$ cat src/rtl/reg_wb_arbiter_if.sv
// Bundle of writeback, issue/scoreboard and register-file write signals.
//   a_*     : ALU writeback channel (valid/addr/data in, ready out)
//   m_*     : load-unit writeback channel (valid/addr/data in, ready out)
//   issue_* : decoder issue of an instruction writing issue_rd
//   chk_*   : source-register busy queries
//   flush   : clears the scoreboard
//   we/waddr/wdata : registered register-file write port
// Modport "slave" is the arbiter's view; "master" is the driver's view.
interface reg_wb_arbiter_if #(
    parameter int ADDR_W = 5,
    parameter int DATA_W = 32
);
    logic              a_valid;
    logic [ADDR_W-1:0] a_addr;
    logic [DATA_W-1:0] a_data;
    logic              a_ready;

    logic              m_valid;
    logic [ADDR_W-1:0] m_addr;
    logic [DATA_W-1:0] m_data;
    logic              m_ready;

    logic              issue_valid;
    logic [ADDR_W-1:0] issue_rd;
    logic              issue_ready;

    logic [ADDR_W-1:0] chk_addr1;
    logic [ADDR_W-1:0] chk_addr2;
    logic              chk_busy1;
    logic              chk_busy2;

    logic              flush;

    logic              we;
    logic [ADDR_W-1:0] waddr;
    logic [DATA_W-1:0] wdata;

    modport slave (
        input  a_valid, a_addr, a_data,
        output a_ready,
        input  m_valid, m_addr, m_data,
        output m_ready,
        input  issue_valid, issue_rd,
        output issue_ready,
        input  chk_addr1, chk_addr2,
        output chk_busy1, chk_busy2,
        input  flush,
        output we, waddr, wdata
    );

    modport master (
        output a_valid, a_addr, a_data,
        input  a_ready,
        output m_valid, m_addr, m_data,
        input  m_ready,
        output issue_valid, issue_rd,
        input  issue_ready,
        output chk_addr1, chk_addr2,
        input  chk_busy1, chk_busy2,
        output flush,
        input  we, waddr, wdata
    );
endinterface

$ cat src/rtl/reg_wb_arbiter.sv
// Register-file writeback arbiter with a pending-write scoreboard.
// Two writeback channels (ALU, load) compete for one register-file write
// port; contention is resolved by a 1-bit round-robin pointer. A per-register
// saturating counter tracks outstanding writes so the decoder can stall on
// hazards (chk_busy*) and on counter overflow (issue_ready).
// Ports:
//   clk  : system clock, rising edge
//   rst  : synchronous active-high reset
//   bus  : reg_wb_arbiter_if.slave (channels, issue, queries, flush, write port)
module reg_wb_arbiter #(
    parameter int ADDR_W = 5,
    parameter int DATA_W = 32,
    parameter int CNT_W  = 2
) (
    input logic               clk,
    input logic               rst,
    reg_wb_arbiter_if.slave   bus
);
    localparam int NREG = 1 << ADDR_W;
    localparam logic [CNT_W-1:0] CNT_MAX = {CNT_W{1'b1}};

    logic              rr;
    logic [CNT_W-1:0]  cnt [NREG];

    logic              grant_a_p0;
    logic              grant_m_p0;
    logic              acc_p0;
    logic              contended_p0;
    logic [ADDR_W-1:0] acc_addr_p0;
    logic [DATA_W-1:0] acc_data_p0;
    logic              issue_fire_p0;
    logic              wb_same_rd_p0;

    logic              we_p1;
    logic [ADDR_W-1:0] waddr_p1;
    logic [DATA_W-1:0] wdata_p1;

    // Stage p0: arbitration, scoreboard queries and issue gating
    always_comb begin
        contended_p0  = bus.a_valid && bus.m_valid && !rst;
        grant_a_p0    = !rst && bus.a_valid && (!bus.m_valid || !rr);
        grant_m_p0    = !rst && bus.m_valid && (!bus.a_valid ||  rr);
        acc_p0        = grant_a_p0 || grant_m_p0;
        acc_addr_p0   = grant_m_p0 ? bus.m_addr : bus.a_addr;
        acc_data_p0   = grant_m_p0 ? bus.m_data : bus.a_data;

        // A same-cycle writeback frees a slot, so a full counter may still issue.
        wb_same_rd_p0 = acc_p0 && (acc_addr_p0 == bus.issue_rd);
        bus.issue_ready = !rst && ((bus.issue_rd == '0) ||
                                   (cnt[bus.issue_rd] != CNT_MAX) ||
                                   wb_same_rd_p0);
        issue_fire_p0 = bus.issue_valid && bus.issue_ready;

        bus.a_ready   = grant_a_p0;
        bus.m_ready   = grant_m_p0;

        bus.chk_busy1 = (bus.chk_addr1 != '0) && (cnt[bus.chk_addr1] != '0);
        bus.chk_busy2 = (bus.chk_addr2 != '0) && (cnt[bus.chk_addr2] != '0);
    end

    // Round-robin pointer moves to the loser only when both channels competed.
    always_ff @(posedge clk) begin
        if (rst) begin
            rr <= 1'b0;
        end else if (contended_p0) begin
            rr <= !rr;
        end
    end

    // Scoreboard counters; register 0 is pinned to zero.
    always_ff @(posedge clk) begin
        if (rst || bus.flush) begin
            for (int r = 0; r < NREG; r++) begin
                cnt[r] <= '0;
            end
        end else begin
            cnt[0] <= '0;
            for (int r = 1; r < NREG; r++) begin
                if (issue_fire_p0 && (bus.issue_rd == ADDR_W'(r)) &&
                    !(acc_p0 && (acc_addr_p0 == ADDR_W'(r)))) begin
                    cnt[r] <= cnt[r] + CNT_W'(1);
                end else if (acc_p0 && (acc_addr_p0 == ADDR_W'(r)) &&
                             !(issue_fire_p0 && (bus.issue_rd == ADDR_W'(r))) &&
                             (cnt[r] != '0)) begin
                    cnt[r] <= cnt[r] - CNT_W'(1);
                end
            end
        end
    end

    // Stage p1: registered register-file write port
    always_ff @(posedge clk) begin
        if (rst) begin
            we_p1    <= 1'b0;
            waddr_p1 <= '0;
            wdata_p1 <= '0;
        end else begin
            // Writes to register 0 are consumed silently; address/data hold.
            we_p1 <= acc_p0 && (acc_addr_p0 != '0);
            if (acc_p0 && (acc_addr_p0 != '0)) begin
                waddr_p1 <= acc_addr_p0;
                wdata_p1 <= acc_data_p0;
            end
        end
    end

    assign bus.we    = we_p1;
    assign bus.waddr = waddr_p1;
    assign bus.wdata = wdata_p1;
endmodule
$ cat src/flat_wrapper.sv
// flat-port wrapper written by rule: the top's interface ports become plain ports
module reg_wb_arbiter_flat 
#(
    parameter int ADDR_W = 5,
    parameter int DATA_W = 32,
    parameter int CNT_W  = 2
)
  (clk, rst, bus_a_valid, bus_a_addr, bus_a_data, bus_a_ready, bus_m_valid, bus_m_addr, bus_m_data, bus_m_ready, bus_issue_valid, bus_issue_rd, bus_issue_ready, bus_chk_addr1, bus_chk_addr2, bus_chk_busy1, bus_chk_busy2, bus_flush, bus_we, bus_waddr, bus_wdata);
  reg_wb_arbiter_if #(.ADDR_W(ADDR_W), .DATA_W(DATA_W)) bus_i ();
  input logic clk;
  input logic rst;
  input wire logic [$bits(bus_i.a_valid)-1:0] bus_a_valid;
  input wire logic [$bits(bus_i.a_addr)-1:0] bus_a_addr;
  input wire logic [$bits(bus_i.a_data)-1:0] bus_a_data;
  output wire logic [$bits(bus_i.a_ready)-1:0] bus_a_ready;
  input wire logic [$bits(bus_i.m_valid)-1:0] bus_m_valid;
  input wire logic [$bits(bus_i.m_addr)-1:0] bus_m_addr;
  input wire logic [$bits(bus_i.m_data)-1:0] bus_m_data;
  output wire logic [$bits(bus_i.m_ready)-1:0] bus_m_ready;
  input wire logic [$bits(bus_i.issue_valid)-1:0] bus_issue_valid;
  input wire logic [$bits(bus_i.issue_rd)-1:0] bus_issue_rd;
  output wire logic [$bits(bus_i.issue_ready)-1:0] bus_issue_ready;
  input wire logic [$bits(bus_i.chk_addr1)-1:0] bus_chk_addr1;
  input wire logic [$bits(bus_i.chk_addr2)-1:0] bus_chk_addr2;
  output wire logic [$bits(bus_i.chk_busy1)-1:0] bus_chk_busy1;
  output wire logic [$bits(bus_i.chk_busy2)-1:0] bus_chk_busy2;
  input wire logic [$bits(bus_i.flush)-1:0] bus_flush;
  output wire logic [$bits(bus_i.we)-1:0] bus_we;
  output wire logic [$bits(bus_i.waddr)-1:0] bus_waddr;
  output wire logic [$bits(bus_i.wdata)-1:0] bus_wdata;
  assign bus_i.a_valid = bus_a_valid;
  assign bus_i.a_addr = bus_a_addr;
  assign bus_i.a_data = bus_a_data;
  assign bus_a_ready = bus_i.a_ready;
  assign bus_i.m_valid = bus_m_valid;
  assign bus_i.m_addr = bus_m_addr;
  assign bus_i.m_data = bus_m_data;
  assign bus_m_ready = bus_i.m_ready;
  assign bus_i.issue_valid = bus_issue_valid;
  assign bus_i.issue_rd = bus_issue_rd;
  assign bus_issue_ready = bus_i.issue_ready;
  assign bus_i.chk_addr1 = bus_chk_addr1;
  assign bus_i.chk_addr2 = bus_chk_addr2;
  assign bus_chk_busy1 = bus_i.chk_busy1;
  assign bus_chk_busy2 = bus_i.chk_busy2;
  assign bus_i.flush = bus_flush;
  assign bus_we = bus_i.we;
  assign bus_waddr = bus_i.waddr;
  assign bus_wdata = bus_i.wdata;
  reg_wb_arbiter #(.ADDR_W(ADDR_W), .DATA_W(DATA_W), .CNT_W(CNT_W)) u_core (.clk(clk), .rst(rst), .bus(bus_i));
endmodule
$ cat config.mk
export PLATFORM = sky130hd
export DESIGN_NAME = reg_wb_arbiter_flat
export DESIGN_NICKNAME = d
export VERILOG_FILES = /design/src/rtl/reg_wb_arbiter_if.sv /design/src/rtl/reg_wb_arbiter.sv /design/src/flat_wrapper.sv
export SDC_FILE = /design/constraint.sdc
export NUM_CORES = 1
export LEC_CHECK = 0
export CAP_MARGIN = 5
export CELL_PAD_IN_SITES_DETAIL_PLACEMENT = 0
export CELL_PAD_IN_SITES_GLOBAL_PLACEMENT = 1
export CORE_MARGIN = 2
export CORE_UTILIZATION = 37
export DETAILED_ROUTE_END_ITERATION = 12
export PLACE_DENSITY = 0.77
export SETUP_SLACK_MARGIN = 0.15
export SYNTH_ARGS = -nofsm -noshare
export SYNTH_HDL_FRONTEND = slang
export SYNTH_SLANG_ARGS = --single-unit
$ cat constraint.sdc
create_clock -name clk -period 3.01 [get_ports clk]
set_input_delay 0.602 -clock clk [delete_from_list [all_inputs] [get_ports clk]]
set_output_delay 0.602 -clock clk [all_outputs]
set_load 0.1 [all_outputs]
; Yosys cells after proc, flatten, opt, wreduce, memory -nomap -nowiden
; Memories as Yosys holds them, arrays and structs flattened.
; Cells that the tools add are included.
[totals]
register_bits = 39
latch_bits = 0
mem_bits_rw = 64
rom_bits = 0
input_bits = 95
out_inout_bits = 43
elab_cells = 755
memories = 1
[classes]
addsub = 62
multipliers = 0
div = 0
n_lt_le_gt_ge = 0
n_eq_ne = 64
n_shift = 0
mux = 285
bitwise = 63
n_reduce_logical = 276
[memory_table]
columns = memory, depth, width, rd, rd_clocked_by_memory_dff, wr, line
row1 = u_core.cnt, 32, 2, 34, 0, 32, reg_wb_arbiter.sv:23  ; logic [CNT_W-1:0] cnt [NREG];
[ops]
columns = cell, n
row1 = 2-to-1 mux 1 bit, 220
row2 = logical AND 1 bit, 167
row3 = equality test 5 bit (second input constant), 32
row4 = 2-to-1 mux 2 bit, 63
row5 = equality test 5 x 4 -> 1 bit (second input constant), 16
row6 = zero test 1 bit, 66
row7 = nonzero test 2 bit, 33
row8 = bitwise OR 1 bit, 63
row9 = adder 2 x 1 -> 2 bit (second input constant), 31
row10 = subtractor 2 x 1 -> 2 bit (second input constant), 31
row11 = equality test 5 x 3 -> 1 bit (second input constant), 8
row12 = 2-to-1 mux 32 bit, 1
row13 = equality test 5 x 2 -> 1 bit (second input constant), 4
row14 = nonzero test 5 bit, 3
row15 = equality test 5 x 1 -> 1 bit (second input constant), 2
row16 = logical OR 1 bit, 6
row17 = equality test 5 bit, 1
row18 = zero test 5 bit, 1
row19 = 2-to-1 mux 5 bit, 1
row20 = != test 2 bit (second input constant), 1

; Logic depth before layout (Yosys ltp)
; Gate-level depths: netlist of the first run.
[logic_depth]
word_depth = 18
depth_mapped = 12
ltp_nobuf = 7

; Least setup slack after synthesis of the first run
; Ideal clock, no wire load.
[synth_timing]
path_kind = input port to output port
start = in bus_chk_addr1[3]
end = out bus_chk_busy1
t_arrival_ps = 3569
t_required_ps = 2408
setup_slack_ps = -1161
stages = 4
path_buffers = 1
path_cell_list = clkbuf_1 > mux4_2 > mux4_2 > mux2i_1
[synth_between]
elab_chain_len = 3
word_cells_on_any_way = 4
classes_between = reduce/logical (3) / memory (1)
[synth_rtl]
columns = item, line
row1 = "start, declared", flat_wrapper.sv:23  ; input wire logic [$bits(bus_i.chk_addr1)-1:0] bus_chk_addr1;
row2 = memory (32 x 2 bit), n/a
row3 = nonzero test 2 bit, reg_wb_arbiter.sv:57  ; bus.chk_busy1 = (bus.chk_addr1 != '0) && (cnt[bus.chk_addr1] != '0);
row4 = logical AND 1 bit *, reg_wb_arbiter.sv:57
row5 = "end, declared", flat_wrapper.sv:25  ; output wire logic [$bits(bus_i.chk_busy1)-1:0] bus_chk_busy1;
; Mark *: on every way between the ends. The rest lies on a longest branch, timed or not.

; Worst setup path in the final report of the first run
[layout_timing]
start = reg u_core.rr
end = out bus_issue_ready
[layout_between]
elab_chain_len = 7
word_cells_on_any_way = 11
classes_between = eq/ne (1) / mux (1) / reduce/logical (9)
[layout_rtl]
columns = item, line
row1 = "start, declared", reg_wb_arbiter.sv:22  ; logic rr;
row2 = "start signal, assigned", reg_wb_arbiter.sv:66  ; rr <= !rr;
row3 = logical OR 1 bit or zero test 1 bit (tied branches), "reg_wb_arbiter.sv:42, reg_wb_arbiter.sv:41"
row4 = logical AND 1 bit or logical OR 1 bit (tied branches), "reg_wb_arbiter.sv:42, reg_wb_arbiter.sv:41"
row5 = 2-to-1 mux 5 bit or logical AND 1 bit (tied branches), "reg_wb_arbiter.sv:44, reg_wb_arbiter.sv:41"
row6 = equality test 5 bit or logical OR 1 bit (tied branches), "reg_wb_arbiter.sv:48, reg_wb_arbiter.sv:43"
row7 = logical AND 1 bit *, reg_wb_arbiter.sv:48  ; wb_same_rd_p0 = acc_p0 && (acc_addr_p0 == bus.issue_rd);
row8 = logical OR 1 bit *, reg_wb_arbiter.sv:50  ; (cnt[bus.issue_rd] != CNT_MAX) ||
row9 = logical AND 1 bit *, reg_wb_arbiter.sv:49  ; bus.issue_ready = !rst && ((bus.issue_rd == '0) ||
row10 = "end, declared", flat_wrapper.sv:22  ; output wire logic [$bits(bus_i.issue_ready)-1:0] bus_issue_ready;
; Marked as above.

==> flow_results.xml, run 1 <==
<?xml version="1.0" encoding="UTF-8"?>
<metrics>
  <group name="run_status">
    <metric name="status" unit="">completed</metric>
  </group>
  <group name="route">
    <metric name="drtIter0Drc" unit="">756</metric>
    <metric name="drt_drc_violations_left" unit="">0</metric>
    <metric name="route.met2.wl" unit="microns">14520</metric>
    <metric name="detailroute.wirelength.met3" unit="microns">2481</metric>
    <metric name="drt_pass_1_iters" unit="">5</metric>
    <metric name="routedWlPerCell" unit="microns">20.72</metric>
    <metric name="highest_layer_used_for_signal_routing" unit="">met4</metric>
    <metric name="totalWireLength" unit="microns">30500</metric>
    <metric name="met1_length" unit="microns">12330</metric>
    <metric name="route.detailed.vias_per_inst" unit="">6.124</metric>
    <metric name="route.antenna.remaining_nets" unit="">0</metric>
    <metric name="dr_total_vias" unit="">9014</metric>
  </group>
  <group name="synthesis">
    <metric name="count_of_flip_flops_with_a_built_in_enable_after_synthesis" unit="">62</metric>
    <metric name="synthDominantCellAreaShare" unit="">0.2356</metric>
    <metric name="synth.top_cells.by_count" unit="">nor2_1, nand3_1, nand2_1, edfxtp_1, clkbuf_1</metric>
    <metric name="yosysTopAreaCell" unit="">edfxtp_1</metric>
    <metric name="synth_seq_area_share" unit="">0.3344</metric>
    <metric name="synthesis.instances" unit="">899</metric>
    <metric name="synth_area_per_cell" unit="sq um">8.790</metric>
    <metric name="synthesis.area" unit="sq um">7903</metric>
    <metric name="yosys_most_used_dff" unit="">edfxtp_1</metric>
    <metric name="yosysWarningCount" unit="">0</metric>
    <metric name="synth_area_leaders" unit="">edfxtp_1, dfxtp_1, mux4_2</metric>
    <metric name="post-synth-top-count-cell" unit="">nor2_1</metric>
    <metric name="synth-seq-cells" unit="">101</metric>
    <metric name="synth-async-reset-ratio" unit="">0</metric>
    <metric name="synth.net_count" unit="">995</metric>
    <metric name="post_synth_num_cell_types" unit="">61</metric>
  </group>
  <group name="placement">
    <metric name="dpl_cell_area" unit="sq um">10560</metric>
    <metric name="place.detailed.hpwl" unit="microns">21780</metric>
    <metric name="gp_congestion" unit="">0.9354</metric>
    <metric name="placement.io_buffers" unit="">137</metric>
  </group>
  <group name="floorplanning">
    <metric name="rows" unit="">53</metric>
    <metric name="boundaryPins" unit="">138</metric>
    <metric name="core-area" unit="sq um">21020</metric>
    <metric name="die-width" unit="microns">150.1</metric>
    <metric name="design.die.area" unit="sq um">22540</metric>
    <metric name="die_height" unit="microns">150.1</metric>
    <metric name="start_util" unit="">0.3759</metric>
  </group>
  <group name="setup_path">
    <metric name="cp_data_arrival_time" unit="ns">2.31</metric>
    <metric name="wp_data_required" unit="ns">2.41</metric>
    <metric name="critical_path.max_fanout" unit="">5</metric>
    <metric name="start_kind" unit="">register</metric>
    <metric name="critical_path.endpoint_type" unit="">output port</metric>
    <metric name="critPathKind" unit="">register to output port</metric>
  </group>
  <group name="final_layout">
    <metric name="nFillCells" unit="">1885</metric>
    <metric name="multi_input_area" unit="sq um">5305</metric>
    <metric name="final_layout_size_suffix_gt1_frac" unit="">0.3383</metric>
    <metric name="antenna-diode-count" unit="">0</metric>
    <metric name="area_growth_syn_to_layout" unit="%">50.63</metric>
    <metric name="sequential_cell_area" unit="sq um">2646</metric>
    <metric name="finish.instance_area" unit="sq um">11900</metric>
    <metric name="layout.nets" unit="">1288</metric>
  </group>
  <group name="clock_network">
    <metric name="bufs_on_longest_clock_path" unit="">2</metric>
    <metric name="cts.sinks" unit="">101</metric>
    <metric name="clock_latency" unit="ns">0.37</metric>
    <metric name="cts_tree" unit="">yes</metric>
    <metric name="clock-root-buffer" unit="">clkbuf_16</metric>
    <metric name="path_clk_slew" unit="ns">0.08</metric>
    <metric name="cts_inserted_buffers" unit="">9</metric>
    <metric name="h-tree-depth" unit="">3</metric>
  </group>
  <group name="sta">
    <metric name="period_needed" unit="ns">2.909</metric>
    <metric name="rsz0062_at_grt" unit="">yes</metric>
    <metric name="report.final.hold_viol_count" unit="">0</metric>
    <metric name="relSlewSlack" unit="">0.6105</metric>
    <metric name="slew_violations" unit="">0</metric>
    <metric name="tns" unit="ns">0</metric>
    <metric name="setup_viol" unit="">0</metric>
    <metric name="fmaxAchievable" unit="MHz">343.8</metric>
    <metric name="timing.final.crit_share" unit="">0.9664</metric>
    <metric name="worst_margin_slew" unit="ns">0.5829</metric>
    <metric name="fin_skew" unit="ns">0.01429</metric>
  </group>
  <group name="global_routing">
    <metric name="grt_start_max_net_pins" unit="">69</metric>
    <metric name="grt_pass1_wl" unit="microns">46380</metric>
    <metric name="track_usage" unit="">0.2639</metric>
    <metric name="first_global_vias" unit="">8583</metric>
    <metric name="grt-ovfl-total" unit="">0</metric>
    <metric name="antenna_found_initial" unit="">0</metric>
  </group>
  <group name="power">
    <metric name="total_leakage_power" unit="nW">4.490</metric>
    <metric name="max-vdd-ir-drop" unit="mV">0.2760</metric>
    <metric name="pwr_cell_area" unit="nW/um^2">389.1</metric>
  </group>
  <group name="worst_hold_path">
    <metric name="holdCritPathClass" unit="">register to register</metric>
  </group>
  <group name="job">
    <metric name="max_cap_violations" unit="">0</metric>
  </group>
</metrics>
## final timing paths
path / endpoint / cells after the start / start / slack, ns
hold / removal: u_core.bus.waddr[4] / 2 / u_core.bus.waddr[4] / 0.50
setup / recovery: bus_issue_ready / 7 / u_core.rr / 0.10
hold reg to reg: u_core.bus.waddr[4] / 2 / u_core.bus.waddr[4] / 0.50
setup reg to reg: u_core.cnt[4][0] / 9 / u_core.rr / 0.11
## power breakdown
group          total [W]  switching [W]  internal, W
registers        0.00164      0.0000701      0.00157
logic            0.00179        0.00107     0.000719
clock network    0.00121       0.000621     0.000584
## state kept, by name, summed over array words and instances (netlist names)
signal,count
u_core.bus.wdata,32
u_core.bus.waddr,5
u_core.cnt,62
u_core.rr,1
u_core.bus.we,1
## cell usage in the layout (no fill, tap or decap), types with 9 or more instances in the layout
| cell type | netlist | final |
|---|---|---|
| a21oi_1 | 29 | 25 |
| a311o_1 | 13 | 13 |
| a311oi_1 | 46 | 45 |
| a41oi_1 | 14 | 14 |
| buf_12 | 0 | 18 |
| buf_4 | 2 | 232 |
| buf_6 | 3 | 13 |
| clkbuf_16 | 0 | 13 |
| clkdlybuf4s50_1 | 0 | 77 |
| dfxtp_1 | 39 | 38 |
| edfxtp_1 | 62 | 62 |
| mux2i_1 | 37 | 32 |
| mux4_2 | 25 | 25 |
| nand2_1 | 63 | 60 |
| nand3_1 | 74 | 73 |
| nand4_1 | 21 | 21 |
| nor2_1 | 120 | 106 |
| nor2_2 | 0 | 10 |
| nor3_1 | 23 | 21 |
| nor3b_1 | 30 | 30 |
| o211ai_1 | 18 | 18 |
| o21ai_0 | 10 | 9 |
| o22ai_1 | 16 | 15 |
| o311ai_0 | 13 | 12 |
| o31ai_1 | 35 | 21 |
| or2_2 | 17 | 17 |
| or4_1 | 11 | 11 |
| xor2_1 | 16 | 16 |
## cells by family after synthesis
group | synth area share
multiplexers | 0.1181
buffers and inverters | 0.04829
adder cells (fa/ha/maj) | 0.001583
AO/OA/AOI/OAI | 0.2312
AND/OR/NAND/NOR | 0.2454
XOR/XNOR | 0.02106
flip-flops | 0.3344
## what timing repair did
| action | in CTS | in global routing |
|---|---|---|
| pin swaps | 15 | 13 |
| endpoints found under the setup margin | 113 | 113 |
| hold buffers | 0 | 0 |
| resized for setup | 74 | 55 |
| setup buffers | 59 | 10 |
| cloned | 2 | 4 |
## area by class of cell
class | count | share of cell area
clock buffer | 9 | 0.01892
clock inverter | 7 | 0.005361
inverter | 11 | 0.003679
multi-input combinational | 709 | 0.4457
sequential | 101 | 0.2223
tap | 275 | 0.02890
timing repair buffer | 360 | 0.2752
## stage by stage
stage | cells | power [W] | setup WS (ns) | util | hold slack, ns
floorplan | 899 | 0.002637 | -0.2079 | - | 0.5749
global placement | 1381 | 0.003233 | -0.6021 | 0.5025 | 0.4733
detailed placement | 1381 | 0.003244 | -0.6130 | 0.5025 | 0.4902
CTS | 1458 | 0.004562 | 0.08495 | 0.5447 | 0.5031
global route | 1472 | 0.004797 | 0.04082 | 0.5663 | 0.5207
finish | 1472 | 0.004632 | 0.1012 | 0.5663 | 0.4972
## worst max-delay path, stage by stage, from the launching register on
cell and delay [ns]:
dfxtp_4 0.37, nand2b_4 0.17, a21oi_2 0.06, a311o_1 0.30, a221o_1 0.30, o32a_4 0.42
nor2_4 0.12, buf_12 0.18
## per-layer routing
layer / vias up / GRT usage
met5: - / 0
met4: 0 / 0.1241
met3: 78 / 0.05000
met2: 450 / 0.4180
met1: 4329 / 0.3483
li1: 4157 / -
Power figures use the tool's default switching activity.
==> run 2, diff against run 1 <==
HOLD_SLACK_MARGIN = 0.12   (was not set)
==> results of run 2 <==
No change in the layout: final DEF, timing and power equal those of run 1.
